`config.mk`:
```
export PLATFORM = sky130hd
export DESIGN_NAME = cfg_stream_loader
export DESIGN_NICKNAME = d
export VERILOG_FILES = /design/src/rtl/cfg_stream_loader.sv
export SDC_FILE = /design/constraint.sdc
export NUM_CORES = 1
export LEC_CHECK = 0
export BUFFER_PORTS_ARGS = -buffer_cell sky130_fd_sc_hd__buf_4
export CAP_MARGIN = 20
export CORE_MARGIN = 1.5
export CORE_UTILIZATION = 36
export DETAILED_ROUTE_END_ITERATION = 6
export GPL_ROUTABILITY_DRIVEN = 0
export HOLD_SLACK_MARGIN = 0.02
export PLACE_DENSITY = 0.51
export RECOVER_POWER = 50
export SYNTH_ARGS = -nofsm -noshare
export SYNTH_HDL_FRONTEND = slang
export SYNTH_SLANG_ARGS = --single-unit
export TNS_END_PERCENT = 100
```
`constraint.sdc`:
```
create_clock -name clock -period 2.5 [get_ports clock]
set_input_delay 0.5 -clock clock [delete_from_list [all_inputs] [get_ports clock]]
set_output_delay 0.5 -clock clock [all_outputs]
set_load 0.005 [all_outputs]
```
`src/rtl/cfg_stream_loader.sv`:
```
// Serial configuration loader: hunts for a sync byte, deserialises NUM_WORDS words into
// fabric config slots, then validates the frame against a trailing XOR checksum word.
module cfg_stream_loader #(
    parameter int unsigned       NUM_WORDS = 14,
    parameter int unsigned       WORD_W    = 33,
    parameter int unsigned       SYNC_W    = 8,
    parameter logic [SYNC_W-1:0] SYNC      = 8'hA5
) (
    input  logic                         clock,
    input  logic                         clear,
    input  logic                         cfg_en,
    input  logic                         cfg_din,
    output logic                         cfg_busy,
    output logic                         wr_en,
    output logic [$clog2(NUM_WORDS)-1:0] wr_addr,
    output logic [WORD_W-1:0]            wr_data,
    output logic                         cfg_done,
    output logic                         cfg_error
);

    localparam int unsigned ADDR_W = $clog2(NUM_WORDS);
    localparam int unsigned CNT_W  = $clog2(WORD_W);

    localparam logic [CNT_W-1:0]  CNT_LAST = CNT_W'(WORD_W - 1);
    localparam logic [ADDR_W-1:0] IDX_LAST = ADDR_W'(NUM_WORDS - 1);

    localparam logic [2:0] StHunt  = 3'd0;
    localparam logic [2:0] StLoad  = 3'd1;
    localparam logic [2:0] StCheck = 3'd2;
    localparam logic [2:0] StDone  = 3'd3;
    localparam logic [2:0] StError = 3'd4;

    logic [2:0]        state_q, state_d;
    logic [SYNC_W-1:0] sync_q, sync_d;
    logic [WORD_W-1:0] word_q, word_d;
    logic [CNT_W-1:0]  cnt_q, cnt_d;
    logic [ADDR_W-1:0] idx_q, idx_d;
    logic [WORD_W-1:0] acc_q, acc_d;
    logic              wr_en_q, wr_en_d;
    logic [ADDR_W-1:0] wr_addr_q, wr_addr_d;
    logic [WORD_W-1:0] wr_data_q, wr_data_d;
    logic              done_q, done_d;
    logic              error_q, error_d;
    logic              busy_q, busy_d;

    logic [SYNC_W-1:0] sync_shift;
    logic [WORD_W-1:0] word_shift;
    logic              sync_hit;
    logic              word_last;

    assign sync_shift = {sync_q[SYNC_W-2:0], cfg_din};
    assign word_shift = {word_q[WORD_W-2:0], cfg_din};
    assign sync_hit   = (sync_shift == SYNC);
    assign word_last  = (cnt_q == CNT_LAST);

    always_comb begin
        state_d   = state_q;
        sync_d    = sync_q;
        word_d    = word_q;
        cnt_d     = cnt_q;
        idx_d     = idx_q;
        acc_d     = acc_q;
        wr_en_d   = 1'b0;
        wr_addr_d = wr_addr_q;
        wr_data_d = wr_data_q;
        done_d    = done_q;
        error_d   = error_q;

        if (cfg_en) begin
            case (state_q)
                // DONE/ERROR keep their sticky flag but keep hunting for the next frame.
                StHunt, StDone, StError: begin
                    sync_d = sync_shift;
                    if (sync_hit) begin
                        state_d = StLoad;
                        sync_d  = '0;
                        cnt_d   = '0;
                        idx_d   = '0;
                        acc_d   = '0;
                        done_d  = 1'b0;
                        error_d = 1'b0;
                    end
                end
                StLoad: begin
                    word_d = word_shift;
                    cnt_d  = cnt_q + 1'b1;
                    if (word_last) begin
                        wr_en_d   = 1'b1;
                        wr_addr_d = idx_q;
                        wr_data_d = word_shift;
                        acc_d     = acc_q ^ word_shift;
                        cnt_d     = '0;
                        idx_d     = idx_q + 1'b1;
                        if (idx_q == IDX_LAST) begin
                            state_d = StCheck;
                        end
                    end
                end
                StCheck: begin
                    word_d = word_shift;
                    cnt_d  = cnt_q + 1'b1;
                    if (word_last) begin
                        cnt_d  = '0;
                        sync_d = '0;
                        if (word_shift == acc_q) begin
                            done_d  = 1'b1;
                            state_d = StDone;
                        end else begin
                            error_d = 1'b1;
                            state_d = StError;
                        end
                    end
                end
                default: begin
                    state_d = StHunt;
                    sync_d  = '0;
                end
            endcase
        end

        busy_d = (state_d == StLoad) || (state_d == StCheck);
    end

    always_ff @(posedge clock or negedge clear) begin
        if (!clear) begin
            state_q   <= StHunt;
            sync_q    <= '0;
            word_q    <= '0;
            cnt_q     <= '0;
            idx_q     <= '0;
            acc_q     <= '0;
            wr_en_q   <= 1'b0;
            wr_addr_q <= '0;
            wr_data_q <= '0;
            done_q    <= 1'b0;
            error_q   <= 1'b0;
            busy_q    <= 1'b0;
        end else begin
            state_q   <= state_d;
            sync_q    <= sync_d;
            word_q    <= word_d;
            cnt_q     <= cnt_d;
            idx_q     <= idx_d;
            acc_q     <= acc_d;
            wr_en_q   <= wr_en_d;
            wr_addr_q <= wr_addr_d;
            wr_data_q <= wr_data_d;
            done_q    <= done_d;
            error_q   <= error_d;
            busy_q    <= busy_d;
        end
    end

    assign cfg_busy  = busy_q;
    assign wr_en     = wr_en_q;
    assign wr_addr   = wr_addr_q;
    assign wr_data   = wr_data_q;
    assign cfg_done  = done_q;
    assign cfg_error = error_q;

endmodule

```
==> Word level (Yosys, flattened, before mapping) <==
Index checks and enable logic that the tools add are counted.
{ "totals": {"input_bits": 4, "ramBits": 0, "latch_bits": 0, "memories": 0, "regBits": 126, "elab_cells": 74, "rom_bits": 0} }
{ "op_classes": {"addsub": 2, "n_mux": 29, "n_bitwise": 2, "n_eq_ne": 15, "magnitude_cmp": 0, "n_reduce_logical": 14, "shifts": 0, "n_div": 0, "mul": 0} }
{ "ops": {"columns": ["operator", "count"], "rows": [
  ["two-way mux 33 bit", 2],
  ["case mux 33 bit (2 select lines)", 1],
  ["equality test 33 bit", 1],
  ["XOR 33 bit", 1],
  ["case mux 7 bit (3 select lines)", 1],
  ["two-way mux 3 bit", 6],
  ["two-way mux 7 bit", 2],
  ["two-way mux 6 bit", 2],
  ["case mux 6 bit (2 select lines)", 1],
  ["!= test 2 bit, second input constant", 5],
  ["AND reduction 5 bit", 2],
  ["equality test 3 x 2 -> 1 bit, second input constant", 3],
  ["case mux 3 bit (3 select lines)", 1],
  ["AND reduction 3 bit", 3],
  ["equality test 8 bit, second input constant", 1],
  ["two-way mux 1 bit", 8],
  ["two-way mux 4 bit", 2],
  ["case mux 4 bit (2 select lines)", 1],
  ["adder 6 x 1 -> 6 bit, second input constant", 1],
  ["equality test 3 x 1 -> 1 bit, second input constant", 2],
  ["equality test 6 bit, second input constant", 1],
  ["nonzero test 2 bit", 3],
  ["adder 4 x 1 -> 4 bit, second input constant", 1],
  ["equality test 4 bit, second input constant", 1],
  ["other kinds (9)", 10]
]} }

==> Depth between registers and ports, before layout <==
Gate-level depths: netlist of run 1.
{ "logic_depth": {"depth_word": 7, "ltp_mapped": 8, "mapped_depth_nobuf": 8} }

==> Worst setup path after synthesis of run 1 <==
OpenSTA, ideal clock, no wires.
{ "synth_path": {"kind": "input port to flip-flop", "startpoint": "in cfg_en", "endpoint": "reg word_q[10]", "path_slack_ns": 0.774, "cell_stages": 5, "t_required_ns": 2.375, "t_arrival_ns": 1.602, "cell_sequence": "clkbuf_1 > nor2b_1 > o21ai_1 > buf_2 > mux2_2"} }
{ "synth_via": {"elab_chain_len": 1} }
{ "synth_lines": {"columns": ["element", "line_no", "source"], "rows": [
  ["start: declaration", "11", "input logic cfg_en,"],
  ["AND reduction 2 bit (no line)", null, null],
  ["end signal: assignment", "141", "word_q <= word_d;"],
  ["end: declaration", "35", "logic [WORD_W-1:0] word_q, word_d;"]
]} }
Every way passes these cells.
A chain may end at the register's enable or synchronous reset.

==> Worst setup path after layout of run 1 <==
{ "layout_path": {"startpoint": "reg word_q[28]", "endpoint": "reg busy_q (netlist: cfg_busy)"} }
{ "layout_via": {"elab_chain_len": 7} }
{ "layout_lines": {"columns": ["element", "line_no", "source"], "rows": [
  ["equality test 33 bit *", "105", "if (word_shift == acc_q) begin"],
  ["two-way mux 3 bit *", "105", null],
  ["two-way mux 3 bit *", "102", "if (word_last) begin"],
  ["case mux 3 bit (3 select lines) *", "70", "case (state_q)"],
  ["two-way mux 3 bit *", "69", "if (cfg_en) begin"],
  ["named net state_d[1]", "33", "logic [2:0] state_q, state_d;"],
  ["equality test 3 x 1 -> 1 bit / equality test 3 x 2 -> 1 bit (equally long branches)", "121", "busy_d = (state_d == StLoad) || (state_d == StCheck);"],
  ["logical OR 1 bit *", "121", null],
  ["named net busy_d", "44", "logic busy_q, busy_d;"],
  ["end signal: assignment", "150", "busy_q <= busy_d;"],
  ["end: declaration", "44", null]
]} }
Mark *: on every way through the listed nets, which the timed path passes. The rest lies on a longest branch.

==> impl_metrics.csv, run 1 <==
group,metric,value,unit
critical_path,cp-start-kind,"flip-flop",
route,drc,0,
yosys,ys_ff_latch,126,
global_route,track_usage,0.166,
cts,cts.htree.levels,4,
yosys,synth_cell_types,45,
finish,fillers,1446,
finish,final_cell_mix,"164 x nand2_1, 126 x dfrtp_1, 44 x o21ai_0, 38 x o21ai_1, 35 x xor2_1",
job,max-cap-violations,1,
finish,antenna_cells,0,
place,place_area,0.00619,mm²
critical_path,cp_max_fo,5,
route,wl_per_cell,15.7,µm
sta,fmax,442,MHz
finish,final_common_cell,"nand2_1",
power_and_ir_drop,total_power,5.03,mW
finish,nets,610,
yosys,synthesis.nets,561,
global_route,grt_pass1_wl,21.0,mm
place,port-buffer-count,44,
finish,area_delta_synth_final,20.9,%
critical_path,reg2reg_depth,6,
route,vias_per_cell,5.14,
critical_path,end_kind,"flip-flop",
cts,cts_resized,0,
route,num_vias,4131,
sta,slew_violations,127,
yosys,syn_inst,553,
sta,min_period,2260,ps
floorplanning,core,0.0152,mm²
floorplanning,die_y,128,µm
sta,grt_setup_unrepaired,"no",
route,firstDrtPassIters,5,
sta,whs,376,ps
yosys,synth-seq-area-share,0.561,
cts,numCtsBuffers,17,
yosys,avgSynthCellArea,10.2,µm²
cts,clockBufferDepth,2,
route,postRouteAntennaNets,0,
critical_path,required,2840,ps
place,dp_hpwl,7.84,mm
cts,post_cts_buffers,0,
floorplanning,num_rows,45,
outcome,violations,"capacitance limit, slew limit",
cts,clk_pin_slew,60,ps
power_and_ir_drop,vdd_ir_drop_max,0.512,mV
critical_path,arrival,2600,ps
finish,fin_area,0.00679,mm²
sta,setup_viol,0,
route,drt-initial-drc-count,209,
yosys,synth_ff_type,"dfrtp_1",
worst_hold_path,hold_class,"in -> reg",
cts,cts.sinks,126,
power_and_ir_drop,leakagePower,3.54,nW
cts,cts_tree,"done",
floorplanning,fp.dieW,128,µm
sta,tns,0,ps
global_route,grt_max_degree,127,
sta,relSlewSlack,-0.169,
critical_path,crit_type,"reg -> reg",
worst_hold_path,hold_path_depth,3,
power_and_ir_drop,powerDensity,741,mW/mm²
outcome,outcome,"finished with violations",
sta,finalHoldViolCount,0,
finish,drive_gt1_frac,0.208,
global_route,gr-total-overflow,0,
finish,multi_input_area,0.00232,mm²
global_route,grt_pass1_vias,4054,
cts,clkLatencyLatePin,430,ps
global_route,antenna_found_initial,0,
sta,min_period_over_period,0.905,
sta,tightest_slew,1750,ps
sta,timing.clock.skew,10.2,ps
yosys,synth_area,0.00562,mm²
yosys,ys_warn_count,0,
cts,postCtsHoldBufs,0,
floorplanning,start_util,0.370,
yosys,synth_edf_count,0,
floorplanning,ios,45,
route,wirelength,12.6,mm
yosys,async_reset_ff_frac,1.00,
floorplanning,die_area,0.0164,mm²
finish,register_area,0.00315,mm²
cts,cts-root-buf,"clkbuf_16",
area by class of cell:
type,count,share of cell area
Multi-Input combinational cell,396,0.342
Inverter,8,0.00442
Clock inverter,12,0.0234
Sequential cell,126,0.464
Tap cell,188,0.0346
Clock buffer,20,0.0672
Timing Repair Buffer,53,0.0641
state kept, by name, summed over array words and instances, names as in the netlist:
| signal | flops |
|---|---|
| wr_en | 1 |
| cfg_busy | 1 |
| acc_q | 33 |
| cnt_q | 6 |
| cfg_done | 1 |
| idx_q | 4 |
| sync_q | 7 |
| wr_addr | 4 |
| wr_data | 33 |
| state_q | 3 |
| cfg_error | 1 |
| word_q | 32 |
power by group:
group | switching [mW] | internal (mW) | leakage (nW)
clock | 0.953 | 1.62 | 0.285
combinational | 0.187 | 0.110 | 1.52
sequential | 0.0594 | 2.10 | 1.74
synth_stat cells, types with 2 or more instances:
master	number	share of area
xnor2_1	3	0.0047
dfrtp_1	126	0.56
nand4bb_1	2	0.0040
nand2_1	164	0.11
xor2_1	35	0.055
and3_1	2	0.0022
a21oi_1	10	0.0089
nor2_1	12	0.0080
ha_1	4	0.0089
nand4_1	5	0.0056
nand2b_1	2	0.0022
a32o_1	2	0.0036
nor2b_1	2	0.0022
a31o_2	3	0.0047
mux2_2	32	0.064
nor4_1	7	0.0078
o21ai_0	44	0.039
buf_4	6	0.0080
o21ai_1	39	0.035
nor3_1	4	0.0036
buf_2	11	0.0098
nand3_1	3	0.0027
clkbuf_1	6	0.0040
inv_1	8	0.0053
layer usage:
| layer | vias to the layer above | GRT usage | part of all wire |
|---|---|---|---|
| met2 | 99 | 0.263 | 0.47 |
| met4 | 0 | 0.0641 | 0.013 |
| met1 | 2028 | 0.217 | 0.47 |
| met5 | - | 0 | 0 |
| met3 | 14 | 0.0467 | 0.045 |
| li1 | 1990 | - | - |
worst max-delay path: stages, from the launching register on:
cell and delay [ps]:
dfrtp_1 430, xor2_1 180, nor4_1 370, nand4_1 230, nor3_1 490, a31o_2 270
mux2i_1 200
logic make-up (layout without fill, tap and decap cells):
logic type                 Yosys count  after routing  share of synthesized area
AOI/OAI and AO/OA                  108            108                      0.110
xor gates and xnor gates            38             38                     0.0592
adders and majority gates            4              4                    0.00891
buffers and inverters               31             93                     0.0272
DFF                                126            126                      0.561
muxes                               33             33                     0.0659
and+or+nand+nor                    213            213                      0.167
final timing paths:
| kind | from | endpoint | slack [ps] |
|---|---|---|---|
| min in group asynchronous | clear | wr_data[9]$_DFFE_PN0P_ | 660 |
| min | cfg_din | wr_data[0]$_DFFE_PN0P_ | 380 |
| max reg2reg | word_q[28]$_DFFE_PN0P_ | cfg_busy$_DFF_PN0_ | 240 |
| max | word_q[28]$_DFFE_PN0P_ | cfg_busy$_DFF_PN0_ | 240 |
| min reg2reg | wr_data[20]$_DFFE_PN0P_ | wr_data[20]$_DFFE_PN0P_ | 480 |
| max in group asynchronous | clear | wr_data[24]$_DFFE_PN0P_ | 740 |
per-stage QoR:
step | util | instances | setup WS, ps
after detailed placement | 0.407 | 771 | 264
after global placement | 0.407 | 771 | 226
after floorplan | - | 553 | 774
after global routing | 0.447 | 803 | 79.8
final | 0.447 | 803 | 236
after CTS | 0.448 | 803 | 238
No activity file was read; power rests on OpenSTA's default activity.
==> run 2: changes to the inputs <==
--- a/config.mk
+++ b/config.mk
@@ -7,7 +7,7 @@
 export LEC_CHECK = 0
 export BUFFER_PORTS_ARGS = -buffer_cell sky130_fd_sc_hd__buf_4
 export CAP_MARGIN = 20
-export CORE_MARGIN = 1.5
+export CORE_MARGIN = 2
 export CORE_UTILIZATION = 36
 export DETAILED_ROUTE_END_ITERATION = 6
 export GPL_ROUTABILITY_DRIVEN = 0
==> impl_metrics.csv, run 2 (synthesis results as in run 1) <==
group,metric,value,unit
critical_path,required,2830,ps
global_route,grt_max_degree,58,
sta,relSlewSlack,0.246,
finish,final_common_cell,"nand2_1",
power_and_ir_drop,powerDensity,733,mW/mm²
global_route,gr-total-overflow,0,
critical_path,cp-start-kind,"flip-flop",
route,wl_per_cell,15.7,µm
finish,register_area,0.00315,mm²
finish,nets,609,
cts,clockBufferDepth,2,
sta,worst_slack,403,ps
sta,timing.clock.skew,6.93,ps
route,vias_per_cell,4.97,
floorplanning,core,0.0152,mm²
cts,cts.sinks,126,
global_route,use_met1,0.230,
cts,numCtsBuffers,17,
cts,postCtsHoldBufs,0,
route,postRouteAntennaNets,0,
global_route,grtUsageMet3,0.0449,
critical_path,cp.depth,6,
route,drc,0,
critical_path,arrival,2430,ps
route,num_vias,3983,
critical_path,rrSetupSlack,400,ps
power_and_ir_drop,total_power,4.97,mW
floorplanning,num_rows,45,
sta,min_period_over_period,0.839,
power_and_ir_drop,vdd_ir_drop_max,0.461,mV
sta,finalHoldViolCount,0,
floorplanning,fp.dieW,129,µm
cts,clkLatencyLatePin,420,ps
sta,fmax,477,MHz
finish,drive_gt1_frac,0.200,
sta,min_period,2100,ps
finish,fillers,1449,
critical_path,crit_slowest_cell,"dfrtp_1",
worst_hold_path,hold_class,"in -> async",
floorplanning,die_y,129,µm
finish,antenna_cells,0,
global_route,grt_pass1_vias,4089,
cts,cts_resized,0,
place,post-place-ws,436,ps
finish,final_cell_mix,"164 x nand2_1, 126 x dfrtp_1, 44 x o21ai_0, 38 x o21ai_1, 35 x xor2_1",
sta,tightest_slew,1130,ps
cts,clk_pin_slew,50,ps
critical_path,crit_type,"reg -> reg",
global_route,grt-busiest-layer,"met2",
critical_path,critPathMaxStageDelay,430,ps
floorplanning,start_util,0.370,
cts,cts_tree,"done",
sta,tns,0,ps
outcome,outcome,"finished clean",
critical_path,end_kind,"flip-flop",
cts,cts.htree.levels,4,
critical_path,path_delay_family,"simple AND/OR/NAND/NOR gates",
finish,area_delta_synth_final,20.6,%
job,max-cap-violations,0,
power_and_ir_drop,leakagePower,3.54,nW
route,drt-initial-drc-count,266,
critical_path,timing.critical_path.buf_inv,0,
global_route,grt_pass1_wl,21.4,mm
sta,slew_violations,0,
floorplanning,ios,45,
floorplanning,die_area,0.0166,mm²
global_route,met2_usage,0.261,
sta,grt_setup_unrepaired,"no",
cts,cts-root-buf,"clkbuf_16",
route,wirelength,12.6,mm
critical_path,reg2reg_depth,6,
place,dp_hpwl,8.21,mm
critical_path,crit_chain,"xor2_1 -> nor4_1 -> nand4_1 -> nor3_1 -> a31o_2 -> mux2i_1",
global_route,track_usage,0.167,
place,port-buffer-count,44,
route,firstDrtPassIters,4,
cts,post_cts_buffers,0,
finish,multi_input_area,0.00232,mm²
critical_path,cp_max_fo,5,
sta,setup_viol,0,
global_route,antenna_found_initial,0,
-- run 2: final cells by class --
| class | instances | area share |
|---|---|---|
| well taps | 188 | 0.0347 |
| inverters | 8 | 0.00443 |
| flip-flops and latches | 126 | 0.465 |
| clock buffers | 23 | 0.0691 |
| multi-input cells | 396 | 0.343 |
| clock inverters | 9 | 0.0198 |
| repair buffers | 52 | 0.0637 |
-- run 2: worst paths after layout --
check,from,end
min in group clock,cfg_din,wr_data[0]$_DFFE_PN0P_
setup reg to reg,word_q[30]$_DFFE_PN0P_,cfg_busy$_DFF_PN0_
setup / recovery,word_q[30]$_DFFE_PN0P_,cfg_busy$_DFF_PN0_
hold reg to reg,wr_data[30]$_DFFE_PN0P_,wr_data[30]$_DFFE_PN0P_
hold / removal,clear,sync_q[3]$_DFFE_PN0P_
max in group asynchronous,clear,acc_q[32]$_DFFE_PN0P_
-- run 2: per-layer routing --
metal / vias to the layer above / routed length [µm] / share of wire
li1: 1962 / - / -
met5: - / 0 / 0
met1: 1937 / 6160 / 0.49
met2: 73 / 5890 / 0.47
met3: 11 / 440 / 0.035
met4: 0 / 124 / 0.0098
-- run 2: report_power, final --
part           internal, mW  switching [mW]  total, mW
clock                  1.62           0.884       2.51
combinational         0.113           0.186      0.299
sequential             2.10          0.0602       2.16
-- run 2: metrics by stage --
stage | std cells | hold slack, ps | util | area (µm²)
detailed placement | 770 | 464 | 0.408 | 6200
finish | 802 | 309 | 0.446 | 6780
global route | 802 | 394 | 0.446 | 6780
global placement | 770 | 462 | 0.408 | 6200
floorplan | 553 | 204 | - | 5620
CTS | 802 | 108 | 0.447 | 6800
==> run 3: changes to the inputs <==
--- a/config.mk
+++ b/config.mk
@@ -5,6 +5,7 @@
 export SDC_FILE = /design/constraint.sdc
 export NUM_CORES = 1
 export LEC_CHECK = 0
+export ABC_AREA = 1
 export BUFFER_PORTS_ARGS = -buffer_cell sky130_fd_sc_hd__buf_4
 export CAP_MARGIN = 20
 export CORE_MARGIN = 2
@@ -12,7 +13,7 @@
 export DETAILED_ROUTE_END_ITERATION = 6
 export GPL_ROUTABILITY_DRIVEN = 0
 export HOLD_SLACK_MARGIN = 0.02
-export PLACE_DENSITY = 0.51
+export PLACE_DENSITY = 0.52
 export RECOVER_POWER = 50
 export SYNTH_ARGS = -nofsm -noshare
 export SYNTH_HDL_FRONTEND = slang
==> constraint.sdc (replaced) <==
create_clock -name clock -period 2.1 [get_ports clock]
set_input_delay 0.42 -clock clock [delete_from_list [all_inputs] [get_ports clock]]
set_output_delay 0.42 -clock clock [all_outputs]
set_load 0.005 [all_outputs]
==> impl_metrics.csv, run 3 <==
group,metric,value,unit
outcome,outcome,"finished clean",
place,dp.cells,836,
critical_path,cp_max_fo,3,
sta,slew_violations,0,
finish,nets,676,
route,postRouteAntennaNets,0,
floorplanning,fp.dieW,128,µm
sta,setup_viol,0,
global_route,track_usage,0.153,
sta,min_period,1860,ps
global_route,grt_pass1_wl,19.6,mm
cts,cts-root-buf,"clkbuf_16",
yosys,synth_area,0.00552,mm²
route,drc,0,
critical_path,path_delay_family,"simple AND/OR/NAND/NOR gates",
floorplanning,ios,45,
yosys,synth.most_common_cell,"nand2_1",
floorplanning,core,0.0151,mm²
yosys,yosys.area.top_type,"dfrtp_1",
yosys,async_reset_ff_frac,1.00,
route,drt-initial-drc-count,258,
global_route,antenna_found_initial,0,
finish,fillers,1467,
sta,relSlewSlack,0.395,
global_route,grt_pass1_vias,4013,
critical_path,end_kind,"flip-flop",
yosys,synthesis.nets,623,
cts,cts_tree,"done",
global_route,grt_max_degree,65,
yosys,ys_warn_count,0,
global_route,gr-total-overflow,0,
sta,timing.clock.skew,9.99,ps
cts,cts.htree.levels,4,
yosys,yosys.area.top_type_share,0.571,
finish,final_common_cell,"nand2_1",
power_and_ir_drop,leakagePower,3.30,nW
sta,tns,0,ps
floorplanning,die_y,128,µm
yosys,synth_edf_count,0,
cts,clockBufferDepth,2,
sta,tightest_slew,908,ps
cts,clk_pin_slew,60,ps
cts,post_cts_buffers,0,
route,wl_per_cell,13.2,µm
yosys,synth-seq-area-share,0.571,
place,dp_hpwl,7.71,mm
yosys,ys_ff_latch,126,
finish,layout.cells.non_filler,869,
place,port-buffer-count,44,
sta,min_period_over_period,0.887,
floorplanning,num_rows,45,
power_and_ir_drop,total_power,8.81,mW
critical_path,timing.critical_path.buf_inv,1,
yosys,synth_common_cells,"169 x nand2_1, 126 x dfrtp_1, 85 x o21ai_0",
route,vias_per_cell,4.73,
critical_path,required,2450,ps
critical_path,r2r-start,"word_q[25]$_DFFE_PN0P_",
critical_path,startpoint,"word_q[25]$_DFFE_PN0P_",
route,wirelength,11.5,mm
finish,drive_gt1_frac,0.156,
worst_hold_path,hold_class,"in -> reg",
sta,grt_setup_unrepaired,"no",
critical_path,crit_chain,"inv_1 -> nand2_1 -> nand2_1 -> nand2_1 -> nor2_1 -> nand2_1 -> nor2_1 -> nand4_1 -> nand2_1 -> nand2_1 -> nand2_1 -> nand3_1 -> nand2_1",
finish,register_area,0.00315,mm²
sta,fmax,537,MHz
power_and_ir_drop,powerDensity,1310,mW/mm²
worst_hold_path,min-delay-start,"cfg_din",
route,firstDrtPassIters,4,
sta,worst_slack,238,ps
yosys,syn_inst,615,
route,num_vias,4113,
finish,area_delta_synth_final,21.9,%
sta,finalHoldViolCount,0,
finish,final_cell_mix,"169 x nand2_1, 126 x dfrtp_1, 84 x o21ai_0, 70 x inv_1, 30 x nor2_1",
yosys,synth_cell_types,36,
cts,cts.sinks,126,
yosys,ys_top_cells_by_area,"dfrtp_1 57%, nand2_1 11%, o21ai_0 7.7%",
critical_path,critPathMostFrequentCell,"nand2_1",
job,max-cap-violations,0,
critical_path,critPathMaxStageDelay,400,ps
yosys,avgSynthCellArea,8.98,µm²
finish,antenna_cells,0,
critical_path,arrival,2220,ps
critical_path,crit_type,"reg -> reg",
finish,multi_input_area,0.00198,mm²
yosys,synth_ff_type,"dfrtp_1",
floorplanning,die_area,0.0163,mm²
place,post-place-ws,201,ps
floorplanning,start_util,0.366,
critical_path,crit_slowest_cell,"dfrtp_1",
power_and_ir_drop,vdd_ir_drop_max,0.585,mV
cts,clkLatencyLatePin,420,ps
critical_path,cp-start-kind,"flip-flop",
cts,numCtsBuffers,17,
## run 3: final cells by class
type,count,area share
flip-flops and latches,126,0.469
well taps,188,0.0350
clock inverters,11,0.0197
repair buffers,56,0.0688
multi-input cells,390,0.295
clock buffers,21,0.0699
inverters,77,0.0433
## run 3: per-layer routing
metal | GRT usage | wire [µm]
met1 | 0.209 | 5810
met2 | 0.228 | 5070
met3 | 0.0422 | 425
met4 | 0.0705 | 202
met5 | 0 | 0
## run 3: logic make-up (layout without fill, tap and decap cells)
kind of cell | after synthesis | in the layout | synth area share
compound gates | 131 | 131 | 0.138
xor+xnor | 19 | 19 | 0.0301
flops | 126 | 126 | 0.571
buf+inv | 99 | 165 | 0.0725
simple gates | 236 | 236 | 0.179
fa+ha+maj | 4 | 4 | 0.00907
## run 3: timing repair
item                                   in CTS  in global routing
hold buffers                                1                  0
resized for setup                           0                  3
setup endpoints to repair                   0                  2
endpoints found under the hold margin      11                  0
## run 3: per-stage QoR
stage	instance area (µm²)	hold slack, ps	utilization
6_report	6730	236	0.446
3_5_place_dp	6120	295	0.405
2_1_floorplan	5520	124	-
3_3_place_gp	6120	296	0.405
5_1_grt	6730	239	0.446
4_1_cts	6730	226	0.446
## run 3: path summary, 6_finish.rpt
check	endpoint	slack [ps]	depth (start not counted)
setup / recovery	cfg_busy$_DFF_PN0_	240	13
hold / removal	word_q[0]$_DFFE_PN0P_	240	3
setup reg to reg	cfg_busy$_DFF_PN0_	240	13
hold reg to reg	wr_data[7]$_DFFE_PN0P_	480	2
max in group asynchronous	sync_q[4]$_DFFE_PN0P_	390	3
min in group asynchronous	wr_data[19]$_DFFE_PN0P_	650	2
## run 3: where the power goes
part           total, mW  leakage, nW  internal [mW]  switching [mW]
Clock               2.96        0.278           1.85            1.11
Combinational       2.45         1.38          0.876            1.58
Sequential          3.40         1.64           2.95           0.447
Total               8.81         3.30           5.67            3.14
## run 3: worst reg2reg max path, cell delays in order (launching register included)
cell and delay [ps]:
dfrtp_1 400, inv_1 120, nand2_1 70, nand2_1 70, nand2_1 50, nor2_1 100, nand2_1 70, nor2_1 240
nand4_1 240, nand2_1 150, nand2_1 60, nand2_1 80, nand3_1 90, nand2_1 70
